==> src/rtl/jx2_dc_mem_bridge.sv <==
// jx2_dc_mem_bridge: serializes L1 data-cache memory-port requests
// onto a 32-bit single-outstanding external bus.
module jx2_dc_mem_bridge (
    input  logic         clock,
    input  logic         reset,
    input  logic [47:0]  memPcAddr,
    input  logic [4:0]   memPcOpm,
    input  logic [127:0] memPcDataI,
    output logic [127:0] memPcDataO,
    output logic [1:0]   memPcOK,
    output logic         busReq,
    output logic         busWr,
    output logic [31:0]  busAddr,
    output logic [3:0]   busSel,
    output logic [31:0]  busWData,
    input  logic [31:0]  busRData,
    input  logic         busAck,
    input  logic         busErr
);

    localparam logic [1:0] OK_READY = 2'd0;
    localparam logic [1:0] OK_DONE  = 2'd1;
    localparam logic [1:0] OK_HOLD  = 2'd2;
    localparam logic [1:0] OK_FAULT = 2'd3;

    typedef enum logic [1:0] {
        IDLE,
        ISSUE,
        DONE,
        FAIL
    } state_t;

    state_t state;
    state_t state_nxt;

    logic [1:0]   beat;
    logic [1:0]   beat_nxt;
    logic [1:0]   beat_inc;
    logic [31:0]  addr_q;
    logic [4:0]   opm_q;
    logic [127:0] data_q;
    logic         latch;

    logic         req_nxt;
    logic         wr_nxt;
    logic [31:0]  addr_nxt;
    logic [3:0]   sel_nxt;
    logic [31:0]  wdata_nxt;
    logic [1:0]   ok_nxt;
    logic [127:0] dout_nxt;

    // Upper address bits lie outside the 32-bit bus; OE is implied by !WR.
    logic unused_bits;
    assign unused_bits = ^{memPcAddr[47:32], opm_q[3]};

    function automatic logic misaligned(
        input logic [1:0] size,
        input logic [1:0] a
    );
        return ((size == 2'd1) && (a == 2'd3)) ||
               ((size == 2'd2) && (a != 2'd0));
    endfunction

    function automatic logic [1:0] last_idx(
        input logic       z0,
        input logic [1:0] size
    );
        logic [1:0] n;
        n = 2'd0;
        if (size == 2'd3) begin
            n = z0 ? 2'd3 : 2'd1;
        end
        return n;
    endfunction

    function automatic logic [31:0] beat_addr(
        input logic [31:0] a,
        input logic [1:0]  k
    );
        return {a[31:2], 2'b00} + {28'd0, k, 2'b00};
    endfunction

    function automatic logic [3:0] lane_sel(
        input logic [1:0] size,
        input logic [1:0] a
    );
        logic [3:0] s;
        unique case (size)
            2'd0:    s = 4'b0001 << a;
            2'd1:    s = 4'b0011 << a;
            default: s = 4'hF;
        endcase
        return s;
    endfunction

    function automatic logic [31:0] beat_wdata(
        input logic         multi,
        input logic [1:0]   a,
        input logic [127:0] d,
        input logic [1:0]   k
    );
        logic [31:0] w;
        if (multi) begin
            w = d[{k, 5'b00000} +: 32];
        end else begin
            w = d[31:0] << {a, 3'b000};
        end
        return w;
    endfunction

    // Right-align the addressed lanes, then sign- or zero-extend.
    function automatic logic [63:0] load_ext(
        input logic        z0,
        input logic [1:0]  size,
        input logic [1:0]  a,
        input logic [31:0] r
    );
        logic [31:0] s;
        logic [63:0] v;
        s = r >> {a, 3'b000};
        unique case (size)
            2'd0:    v = z0 ? {56'd0, s[7:0]}  : {{56{s[7]}}, s[7:0]};
            2'd1:    v = z0 ? {48'd0, s[15:0]} : {{48{s[15]}}, s[15:0]};
            default: v = z0 ? {32'd0, s}       : {{32{s[31]}}, s};
        endcase
        return v;
    endfunction

    assign beat_inc = beat + 2'd1;

    always_comb begin
        state_nxt = state;
        beat_nxt  = beat;
        latch     = 1'b0;
        req_nxt   = busReq;
        wr_nxt    = busWr;
        addr_nxt  = busAddr;
        sel_nxt   = busSel;
        wdata_nxt = busWData;
        ok_nxt    = memPcOK;
        dout_nxt  = memPcDataO;
        unique case (state)
            IDLE: begin
                ok_nxt  = OK_READY;
                req_nxt = 1'b0;
                if (memPcOpm != 5'd0) begin
                    latch    = 1'b1;
                    dout_nxt = '0;
                    if ((memPcOpm[4:3] == 2'b11) ||
                        misaligned(memPcOpm[1:0], memPcAddr[1:0])) begin
                        state_nxt = FAIL;
                        ok_nxt    = OK_FAULT;
                    end else begin
                        state_nxt = ISSUE;
                        ok_nxt    = OK_HOLD;
                        req_nxt   = 1'b1;
                        beat_nxt  = 2'd0;
                        wr_nxt    = memPcOpm[4];
                        addr_nxt  = beat_addr(memPcAddr[31:0], 2'd0);
                        sel_nxt   = lane_sel(memPcOpm[1:0],
                                             memPcAddr[1:0]);
                        wdata_nxt = beat_wdata(memPcOpm[1:0] == 2'd3,
                                               memPcAddr[1:0],
                                               memPcDataI, 2'd0);
                    end
                end
            end
            ISSUE: begin
                if (busErr) begin
                    state_nxt = FAIL;
                    ok_nxt    = OK_FAULT;
                    req_nxt   = 1'b0;
                end else if (busAck) begin
                    if (!opm_q[4]) begin
                        if (opm_q[1:0] == 2'd3) begin
                            dout_nxt[{beat, 5'b00000} +: 32] = busRData;
                        end else begin
                            dout_nxt = {64'd0, load_ext(opm_q[2],
                                        opm_q[1:0], addr_q[1:0],
                                        busRData)};
                        end
                    end
                    if (beat == last_idx(opm_q[2], opm_q[1:0])) begin
                        state_nxt = DONE;
                        ok_nxt    = OK_DONE;
                        req_nxt   = 1'b0;
                    end else begin
                        beat_nxt  = beat_inc;
                        addr_nxt  = beat_addr(addr_q, beat_inc);
                        wdata_nxt = beat_wdata(1'b1, addr_q[1:0],
                                               data_q, beat_inc);
                    end
                end
            end
            DONE, FAIL: begin
                req_nxt = 1'b0;
                if (memPcOpm == 5'd0) begin
                    state_nxt = IDLE;
                    ok_nxt    = OK_READY;
                end
            end
            default: begin
                state_nxt = IDLE;
                ok_nxt    = OK_READY;
                req_nxt   = 1'b0;
            end
        endcase
    end

    always_ff @(posedge clock or negedge reset) begin
        if (!reset) begin
            state      <= IDLE;
            beat       <= 2'd0;
            addr_q     <= '0;
            opm_q      <= '0;
            data_q     <= '0;
            busReq     <= 1'b0;
            busWr      <= 1'b0;
            busAddr    <= '0;
            busSel     <= '0;
            busWData   <= '0;
            memPcOK    <= OK_READY;
            memPcDataO <= '0;
        end else begin
            state      <= state_nxt;
            beat       <= beat_nxt;
            busReq     <= req_nxt;
            busWr      <= wr_nxt;
            busAddr    <= addr_nxt;
            busSel     <= sel_nxt;
            busWData   <= wdata_nxt;
            memPcOK    <= ok_nxt;
            memPcDataO <= dout_nxt;
            if (latch) begin
                addr_q <= memPcAddr[31:0];
                opm_q  <= memPcOpm;
                data_q <= memPcDataI;
            end
        end
    end

endmodule

==> config.mk <==
export PLATFORM = sky130hd
export DESIGN_NAME = jx2_dc_mem_bridge
export DESIGN_NICKNAME = d
export VERILOG_FILES = /design/src/rtl/jx2_dc_mem_bridge.sv
export SDC_FILE = /design/constraint.sdc
export NUM_CORES = 1
export LEC_CHECK = 0
export ABC_CLOCK_PERIOD_IN_PS = 4400
export BUFFER_PORTS_ARGS = -buffer_cell sky130_fd_sc_hd__buf_2
export CELL_PAD_IN_SITES_DETAIL_PLACEMENT = 1
export CELL_PAD_IN_SITES_GLOBAL_PLACEMENT = 1
export CORE_ASPECT_RATIO = 0.7
export CORE_MARGIN = 1
export CORE_UTILIZATION = 37
export DETAILED_ROUTE_END_ITERATION = 6
export HOLD_SLACK_MARGIN = 0.08
export PLACE_DENSITY = 0.81
export SYNTH_ARGS = -nofsm -noshare
export SYNTH_HDL_FRONTEND = slang
export SYNTH_SLANG_ARGS = --single-unit
export TNS_END_PERCENT = 30
==> constraint.sdc <==
create_clock -name clock -period 4.4 [get_ports clock]
set_clock_uncertainty 0.15 [all_clocks]
set_input_delay 0.44 -clock clock [delete_from_list [all_inputs] [get_ports clock]]
set_output_delay 0.44 -clock clock [all_outputs]
set_load 0.005 [all_outputs]
# Word-level counts from Yosys, hierarchy flattened
# Cells that the tools add are included.
[word_totals]
reg_bits = 369
in_bits = 217
out_inout_bits = 200
wordCells = 118
[classes]
n_addsub = 3
n_eq_ne = 20
shift = 7
mux = 57
bitwise = 1
n_reduce_logical = 18
[ops]
columns = ["operator", "n"]
rows = [
  ["128-bit two-way mux", 5],
  ["32-bit two-way mux", 11],
  ["128-bit case mux with 2 select lines", 1],
  ["64-bit two-way mux", 3],
  ["128-bit bitwise mux", 1],
  ["32-bit case mux with 2 select lines", 2],
  ["64-bit case mux with 2 select lines", 1],
  ["32-bit by 9-bit variable shift with 128-bit output (first input constant)", 1],
  ["128-bit by 8-bit indexed part select with 32-bit output", 1],
  ["32-bit by 9-bit indexed part select with 128-bit output", 1],
  ["2-bit two-way mux", 20],
  ["32-bit by 4-bit adder with 32-bit output", 1],
  ["32-bit by 5-bit left shift with 32-bit output", 1],
  ["32-bit by 5-bit right shift with 32-bit output", 1],
  ["2-bit == test (second input constant)", 7],
  ["2-bit != test (second input constant)", 7],
  ["2-bit case mux with 3 select lines", 2],
  ["7-bit negator with 9-bit output", 1],
  ["1-bit two-way mux", 8],
  ["4-bit case mux with 2 select lines", 1],
  ["2-bit by 1-bit == test with 1-bit output (second input constant)", 3],
  ["2-bit logical NOT", 3],
  ["3-bit != test (second input constant)", 2],
  ["3-bit AND reduction", 2],
  ["17 further kinds", 20],
]

# Logic depth before layout (Yosys ltp)
# Gate-level depths: netlist (run 1).
[depth]
word_depth = 10
mapped_depth = 9
depth_no_buf = 8

# Worst setup path before layout (run 1)
# OpenSTA, ideal clock, no wires.
[synth_timing]
path_type = "register to register"
startpoint = "register beat[0]"
endpoint = "register busAddr[22]"
setup_time_ps = 124
arrival_ps = 2183
required_ps = 4126
setup_slack_ps = 1943
stages_incl_launch_ff = 10
n_path_buf = 1
period_less_slack_ps = 2457
cell_sequence = "dfrtp_1 -> inv_1 -> ha_1 -> fa_1 -> nand3_1 -> or3_1 -> buf_2 -> o31a_1 -> nor3_1 -> o21ai_1"
[synth_between]
elab_chain_cells = 6
[synth_rtl]
columns = ["item", "line_no", "source"]
rows = [
  ["start, declared", "36", "logic [1:0] beat;"],
  ["start signal, assigned", "226", "beat <= beat_nxt;"],
  ["2-bit by 1-bit adder with 2-bit output", "129", "assign beat_inc = beat + 2'd1;"],
  ["32-bit by 4-bit adder with 32-bit output", "80", "return {a[31:2], 2'b00} + {28'd0, k, 2'b00};"],
  ["32-bit two-way mux", "183", "if (beat == last_idx(opm_q[2], opm_q[1:0])) begin"],
  ["32-bit two-way mux", "173", "end else if (busAck) begin"],
  ["32-bit two-way mux", "169", "if (busErr) begin"],
  ["32-bit case mux with 2 select lines", "142", "unique case (state)"],
  ["end signal, assigned", "229", "busAddr <= addr_nxt;"],
  ["end, declared", "13", "output logic [31:0] busAddr,"],
]
# Several ways; a longest one is shown, not always the timed one. The select of a mux whose other input is x is not followed.
# A chain may end at the register's enable or synchronous reset.

# Worst setup path after layout (run 1)
[layout_timing]
startpoint = "register opm_q[0]"
endpoint = "register memPcDataO[22]"
[layout_between]
elab_chain_cells = 7
[layout_rtl]
columns = ["item", "line_no", "source"]
rows = [
  ["start, declared", "40", "logic [4:0] opm_q;"],
  ["start signal, assigned", "236", "opm_q <= memPcOpm;"],
  ["2-bit by 1-bit == test with 1-bit output / 2-bit logical NOT (equally long branches)", "121", "unique case (size)"],
  ["64-bit case mux with 2 select lines", "121", ""],
  ["128-bit two-way mux *", "175", "if (opm_q[1:0] == 2'd3) begin"],
  ["128-bit two-way mux *", "174", "if (!opm_q[4]) begin"],
  ["128-bit two-way mux *", "173", ""],
  ["128-bit two-way mux *", "169", ""],
  ["128-bit case mux with 2 select lines *", "142", ""],
  ["end signal, assigned", "233", "memPcDataO <= dout_nxt;"],
  ["end, declared", "9", "output logic [127:0] memPcDataO,"],
]
# Every way passes the cells marked *; elsewhere a longest branch is shown, timed or not. The select of a mux whose other input is x is not followed.

==> summary.md, run 1 <==
| Metric | Value |
|---|---|
| Mux cell area share after synthesis | 15.5% |
| Power Density | 637 nW/um^2 |
| DR vias/cell | 5.70 |
| Die area | 48,600 um^2 |
| WL final | 70,200 um |
| Overall Global Routing Usage | 28.7% |
| CTS tree | done |
| Fin nets | 2,374 |
| Placed cell areas | 20,100 um^2 |
| I/O Buffers | 398 |
| Clk slew on worst S/H paths | 0.06 ns |
| Required @ worst endpoint | 4.62 ns |
| P_sw | 5.49 mW |
| Number of enable flip-flop cells after synthesis | 0 |
| Crit end category | flip-flop |
| Switching Fraction | 36.9% |
| Synth top area share | 51.9% |
| Die W | 263 um |
| Max-slew violations | 0 |
| Post-Syn Instances | 1,634 |
| Layout cell share with drive strength beyond 1 | 32.5% |
| Fmax | 310 MHz |
| Vias in the first global route | 17,200 |
| Die height | 185 um |
| Clock sinks | 366 |
| Post-CTS Setup Bufs | 0 |
| GRT Residual Overflow | 0 |
| Design area | 23,400 um^2 |
| RSZ-0062 raised after global routing | false |
| Top FF cell, synth | dfrtp_1 |
| Starting DRT DRC Count | 1,221 |
| Final setup viols | 0 |
| Largest family of logic cells by synthesized area | multiplexers |
| Internal power | 9.40 mW |
| Largest net degree at the start of global routing | 127 |
| Largest fanout on the critical path | 50 |
| Hold Fails Final Rpt | 0 |
| WHS | 0.107 ns |
| Initial antenna violation count | 15 |
| Critical path data arrival time | 3.44 ns |
| Synth top cells by count | 366 x dfrtp_1, 289 x nand2_1, 146 x mux2_2, 103 x o21ai_1, 85 x a21oi_1 |
| DR pass1 iterations | 5 |
| IO Pins | 417 |
| Clock power frac | 25.1% |
| Worst-Skew Late Latency | 0.55 ns |
| Post-Synth XOR/XNOR Area | 1.04% |
| Post-synthesis cell area | 17,600 um^2 |
| Status | finished clean |
| RD Place Congestion | 0.873 |
| Worst setup SP type | flip-flop |
| Hold Path Class | in2reg |
| Synth top area cells | dfrtp_1 52%, mux2_2 9.3%, nand2_1 6.2%, mux4_2 4.1%, o21ai_1 2.9% |
| Core Util, Final | 50.0% |
| Compound-cell area share of the yosys netlist | 15.2% |
| Seq cells post-synth | 366 |
| Synth-to-layout area growth | 32.5% |
| Worst VDD drop | 0.288 mV |
| CTS H-Tree Depth | 2 |
| Sequential Area | 9160 um^2 |
| Synth area leader | dfrtp_1 |
| Final Instance Count excl. Fillers | 2,805 |
| Fillcell total | 5,180 |
| Slew @ Worst Pin | 1.19 ns |
| Gate power share | 36.3% |
| Most common cell in the netlist | dfrtp_1 |
| Area occupied by multi-input gates | 7880 um^2 |
| Drt drc | 0 |
| Fraction of registers with async set/reset | 100% |
| Post-Synth Adder-Cell Area | 0.539% |
| Drt wl/cell | 25.0 um |
| Post-synthesis simple-gate area fraction | 12.0% |
| Final ANT Viol Nets | 0 |
| Critical path class | reg2reg |
| Sequential power share | 38.6% |
| Avg Inst Size Synth | 10.8 um^2 |
| First-pass GRT wire length | 107,000 um |
| Final period utilization | 73.2% |
| Final min period | 3.22 ns |
| Inst Count DP | 2,543 |
| Core Region | 46,700 um^2 |
| TritonCTS Buffers | 40 |
| Number of max-cap violations | 0 |
| Unique masters post-synth | 79 |
| Post-route setup TNS | 0 ns |
| Vias | 16,000 |
| Number of synthesis warnings | 0 |
| HPWL Detailed | 43,400 um |
| Clock buffer depth | 3 |
| Initial Util | 37.7% |
| Row Count | 66 |
| Seq/Total Area, Yosys | 51.9% |
| Rel. slew slack | 20.2% |
| Leakage | 10.5 nW |
| Clock root cell | clkbuf_16 |
[cells in the final DEF (no fill, tap or decap), types with 32 or more instances in the layout]
cell type / synthesis / layout
buf_2: 55 / 397
dfrtp_1: 366 / 365
nand2_1: 289 / 288
dlygate4sd3_1: 0 / 177
mux2_2: 146 / 146
o21ai_1: 103 / 102
a21oi_1: 85 / 85
nor2_1: 58 / 57
o21ai_0: 52 / 52
clkbuf_16: 0 / 40
mux4_2: 32 / 32
o2bb2ai_1: 32 / 32
[metrics by stage]
| step | setup slack, ns | power, mW |
|---|---|---|
| 3_3_place_gp | 1.34 | 10.4 |
| 6_report | 1.18 | 14.9 |
| 2_1_floorplan | 1.94 | 8.73 |
| 5_1_grt | 1.01 | 15.6 |
| 4_1_cts | 1.22 | 14.7 |
| 3_5_place_dp | 1.23 | 10.8 |
[power by group through the flow]
stage	logic, mW	clock network (mW)	registers (mW)
floorplan	3.37	0	5.36
global placement	4.88	0	5.57
detailed placement	5.08	0	5.67
CTS	5.25	3.78	5.64
global route	5.81	3.91	5.90
finish	5.40	3.73	5.75
[sequential cells by signal (all words and copies together), names as in the netlist]
register	flops
addr_q	32
beat	2
busAddr	30
busReq	1
busSel	4
busWData	32
busWr	1
data_q	128
memPcDataO	128
memPcOK	2
opm_q	4
state	2
[kinds of logic (layout without fill, tap and decap cells)]
kind of cell | count (synthesis) | in the layout
other | 1 | 15
AND/OR/NAND/NOR | 461 | 461
buffers and inverters | 147 | 692
multiplexers | 214 | 214
AO/OA/AOI/OAI | 417 | 417
flip-flops | 366 | 366
XOR/XNOR | 21 | 21
adder cells (fa/ha/maj) | 7 | 7
[layout make-up]
class                   count  area share (%)
multi-input cells        1122            33.7
well taps                 612            3.28
inverters                  17           0.273
diodes                     13           0.139
repair buffers            603            17.3
flip-flops and latches    366            39.2
clock buffers              59            4.98
clock inverters            13            1.13
[what timing repair did]
item,in CTS,in global routing
gates resized for setup,0,0
hold buffers,177,0
endpoints found under the hold margin,295,0
[final timing paths]
| path | from | endpoint | slack (ns) | cells past startpoint |
|---|---|---|---|---|
| max in group asynchronous | reset | busAddr[25] | 2.67 | 3 |
| worst min-delay path | memPcOpm[1] | busSel[3] | 0.11 | 3 |
| worst max-delay path | opm_q[0] | memPcDataO[22] | 1.18 | 5 |
| worst max register to register | opm_q[0] | memPcDataO[22] | 1.18 | 5 |
| min in group asynchronous | reset | data_q[80] | 0.34 | 2 |
| worst min register to register | memPcDataO[0] | memPcDataO[0] | 0.33 | 2 |
[layer usage]
metal | part of all wire (%) | up-vias | global-route usage [%] | routed length [um]
met5 | 0.013 | - | 0 | 9
met4 | 4.8 | 2 | 14.1 | 3400
met3 | 7.0 | 215 | 6.36 | 4940
met2 | 48 | 698 | 47.9 | 33900
met1 | 40 | 8167 | 35.4 | 27900
li1 | - | 6918 | - | -
[critical path: stages (launching register included)]
cell	delay, ns
dfrtp_1	0.85
nand2_2	0.19
buf_4	0.35
o211ai_1	0.94
or4_1	0.40
o211ai_1	0.15
No activity file was read; power rests on OpenSTA's default activity.
==> run 2, diff against run 1 <==
Settings changed: ABC_CLOCK_PERIOD_IN_PS 4400 to 3100.
Clock period 4.4 ns to 3.1 ns, I/O delays scaled along.
==> summary.md, run 2 (synthesis results as in run 1) <==
| Metric | Value |
|---|---|
| Max-slew violations | 0 (unchanged) |
| Largest net degree at the start of global routing | 78 (was 127) |
| Crit end category | flip-flop (unchanged) |
| GRT met1 Usage | 37.2% (was 35.4%) |
| Largest fanout on the critical path | 7 (was 50) |
| CTS H-Tree Depth | 2 (unchanged) |
| First-pass GRT wire length | 110,000 um (was 107,000 um) |
| Overall Global Routing Usage | 29.7% (was 28.7%) |
| Most frequent cells in the layout | 397 x buf_2, 365 x dfrtp_1, 288 x nand2_1 (unchanged) |
| Layout cell share with drive strength beyond 1 | 33.0% (was 32.5%) |
| Hold Fails Final Rpt | 0 (unchanged) |
| Final setup viols | 0 (unchanged) |
| Drt wl/cell | 25.4 um (was 25.0 um) |
| IO Pins | 417 (unchanged) |
| M3 GR Usage | 4.65% (was 6.36%) |
| Fillcell total | 5,146 (was 5,180) |
| Clk slew on worst S/H paths | 0.07 ns (was 0.06 ns) |
| Vias in the first global route | 17,700 (was 17,200) |
| Post-CTS Setup Bufs | 0 (unchanged) |
| Global routing's busiest layer | met2 (unchanged) |
| Final min period | 2.79 ns (was 3.22 ns) |
| WL final | 72,500 um (was 70,200 um) |
| Required @ worst endpoint | 3.38 ns (was 4.62 ns) |
| Worst-Skew Late Latency | 0.57 ns (was 0.55 ns) |
| Fin nets | 2,421 (was 2,374) |
| Critical path class | reg2reg (unchanged) |
| Worst setup SP type | flip-flop (unchanged) |
| RSZ-0062 raised after global routing | false (unchanged) |
| Starting DRT DRC Count | 1,340 (was 1,221) |
| CP max stage delay | 0.42 ns (was 0.94 ns) |
| Die area | 48,600 um^2 (unchanged) |
| TritonCTS Buffers | 40 (unchanged) |
| Critical path data arrival time | 3.07 ns (was 3.44 ns) |
| Cell-by-cell trace of the critical path | inv_1 -> ha_2 -> ha_1 -> a21oi_1 -> buf_4 -> nor2_2 -> nand2_2 -> or3_1 -> a32o_1 (was nand2_2 -> buf_4 -> o211ai_1 -> or4_1 -> o211ai_1) |
| I/O Buffers | 398 (unchanged) |
| Row Count | 66 (unchanged) |
| GR Layer Usage met2 | 50.5% (was 47.9%) |
| Power Density | 899 nW/um^2 (was 637 nW/um^2) |
| Clock buffer depth | 3 (unchanged) |
| Final ANT Viol Nets | 0 (unchanged) |
| Die height | 185 um (unchanged) |
| Initial antenna violation count | 8 (was 15) |
| HPWL Detailed | 45,800 um (was 43,400 um) |
| RD Place Congestion | 0.880 (was 0.873) |
| Clock sinks | 366 (unchanged) |
| Core Region | 46,700 um^2 (unchanged) |
| Hold Path Class | in2reg (unchanged) |
| Worst VDD drop | 0.406 mV (was 0.288 mV) |
| Most common cell after layout, fill and taps aside | buf_2 (unchanged) |
| Initial Util | 37.7% (unchanged) |
| Drt drc | 0 (unchanged) |
| Slew @ Worst Pin | 0.901 ns (was 1.19 ns) |
| Leakage | 10.7 nW (was 10.5 nW) |
| DR vias/cell | 5.73 (was 5.70) |
| Rel. slew slack | 39.9% (was 20.2%) |
| DR pass1 iterations | 5 (unchanged) |
| Sequential Area | 9160 um^2 (unchanged) |
| Status | finished clean (unchanged) |
| Post-route setup TNS | 0 ns (unchanged) |
| Vias | 16,300 (was 16,000) |
| Synth-to-layout area growth | 35.0% (was 32.5%) |
| Slowest-stage cell, CP | dfrtp_2 (was o211ai_1) |
| Area occupied by multi-input gates | 7880 um^2 (unchanged) |
| Final period utilization | 90.0% (was 73.2%) |
| Die W | 263 um (unchanged) |
| Clock root cell | clkbuf_16 (unchanged) |
| CTS tree | done (unchanged) |
| Pwr Total | 21.4 mW (was 14.9 mW) |
| GRT Residual Overflow | 0 (unchanged) |
| Top flop regs | data_q: 128 flops, memPcDataO: 128 flops (unchanged) |
| Number of max-cap violations | 0 (unchanged) |
| Fmax | 358 MHz (was 310 MHz) |
[run 2: cell count changes in the layout (fill, tap and decap cells not counted), sizes merged]
cell / previous run / this run
clkbuf: 59 / 55
inv: 18 / 17
buf: 426 / 450
diode: 13 / 8
clkinv: 3 / 11
bufinv: 7 / 5
dlygate4sd3: 177 / 200
[run 2: worst paths after layout]
kind / to / from / cells past startpoint / slack [ns]
worst max-delay path: busAddr[29] / beat[0] / 9 / 0.31
worst min register to register: busAddr[6] / busAddr[6] / 2 / 0.32
worst max register to register: busAddr[29] / beat[0] / 9 / 0.31
worst min-delay path: state[1] / memPcOpm[3] / 5 / 0.16
max in group asynchronous: memPcDataO[50] / reset / 3 / 1.74
min in group asynchronous: data_q[48] / reset / 2 / 0.17
[run 2: repair_timing]
item	CTS	global route
hold endpoints to repair	504	0
hold buffers	200	0
resized for setup	0	0
[run 2: stage by stage]
stage | cells | utilization, % | setup slack [ns] | hold slack [ns] | area (um^2)
2_1_floorplan | 1635 | - | 0.643 | -0.136 | 17600
3_3_place_gp | 2567 | 43.6 | 0.393 | 0.171 | 20400
3_5_place_dp | 2567 | 43.6 | 0.355 | 0.175 | 20400
4_1_cts | 2840 | 50.9 | 0.335 | 0.0816 | 23800
5_1_grt | 2847 | 50.9 | 0.173 | 0.179 | 23800
6_report | 2848 | 50.9 | 0.309 | 0.157 | 23800
[run 2: metal layers]
| layer | wire (um) | share of wire (%) | up-vias |
|---|---|---|---|
| met1 | 28800 | 40 | 8318 |
| met5 | 0 | 0 | - |
| met4 | 3780 | 5.2 | 0 |
| li1 | - | - | 7012 |
| met2 | 35300 | 49 | 766 |
| met3 | 4590 | 6.3 | 229 |
[run 2: layout make-up]
| cell class | count | share of cell area (%) |
|---|---|---|
| repair buffers | 650 | 18.9 |
| inverters | 17 | 0.268 |
| diodes | 8 | 0.0841 |
| clock buffers | 55 | 4.69 |
| well taps | 612 | 3.22 |
| clock inverters | 18 | 1.26 |
| multi-input cells | 1122 | 33.1 |
| flip-flops and latches | 366 | 38.5 |
[run 2: power by group]
group	switching, mW	total (mW)	internal (mW)
sequential	1.51	8.12	6.61
combinational	4.36	8.04	3.68
clock	2.24	5.24	3.00
total	8.11	21.4	13.3
[run 2: worst max-delay path, delay by kind of cell (launching register included)]
kind	cells	cell delay [ns]
adder cells (fa/ha/maj)	2	0.65
buffers and inverters	2	0.37
AO/OA/AOI/OAI	2	0.31
AND/OR/NAND/NOR	3	0.79
flip-flops	1	0.42
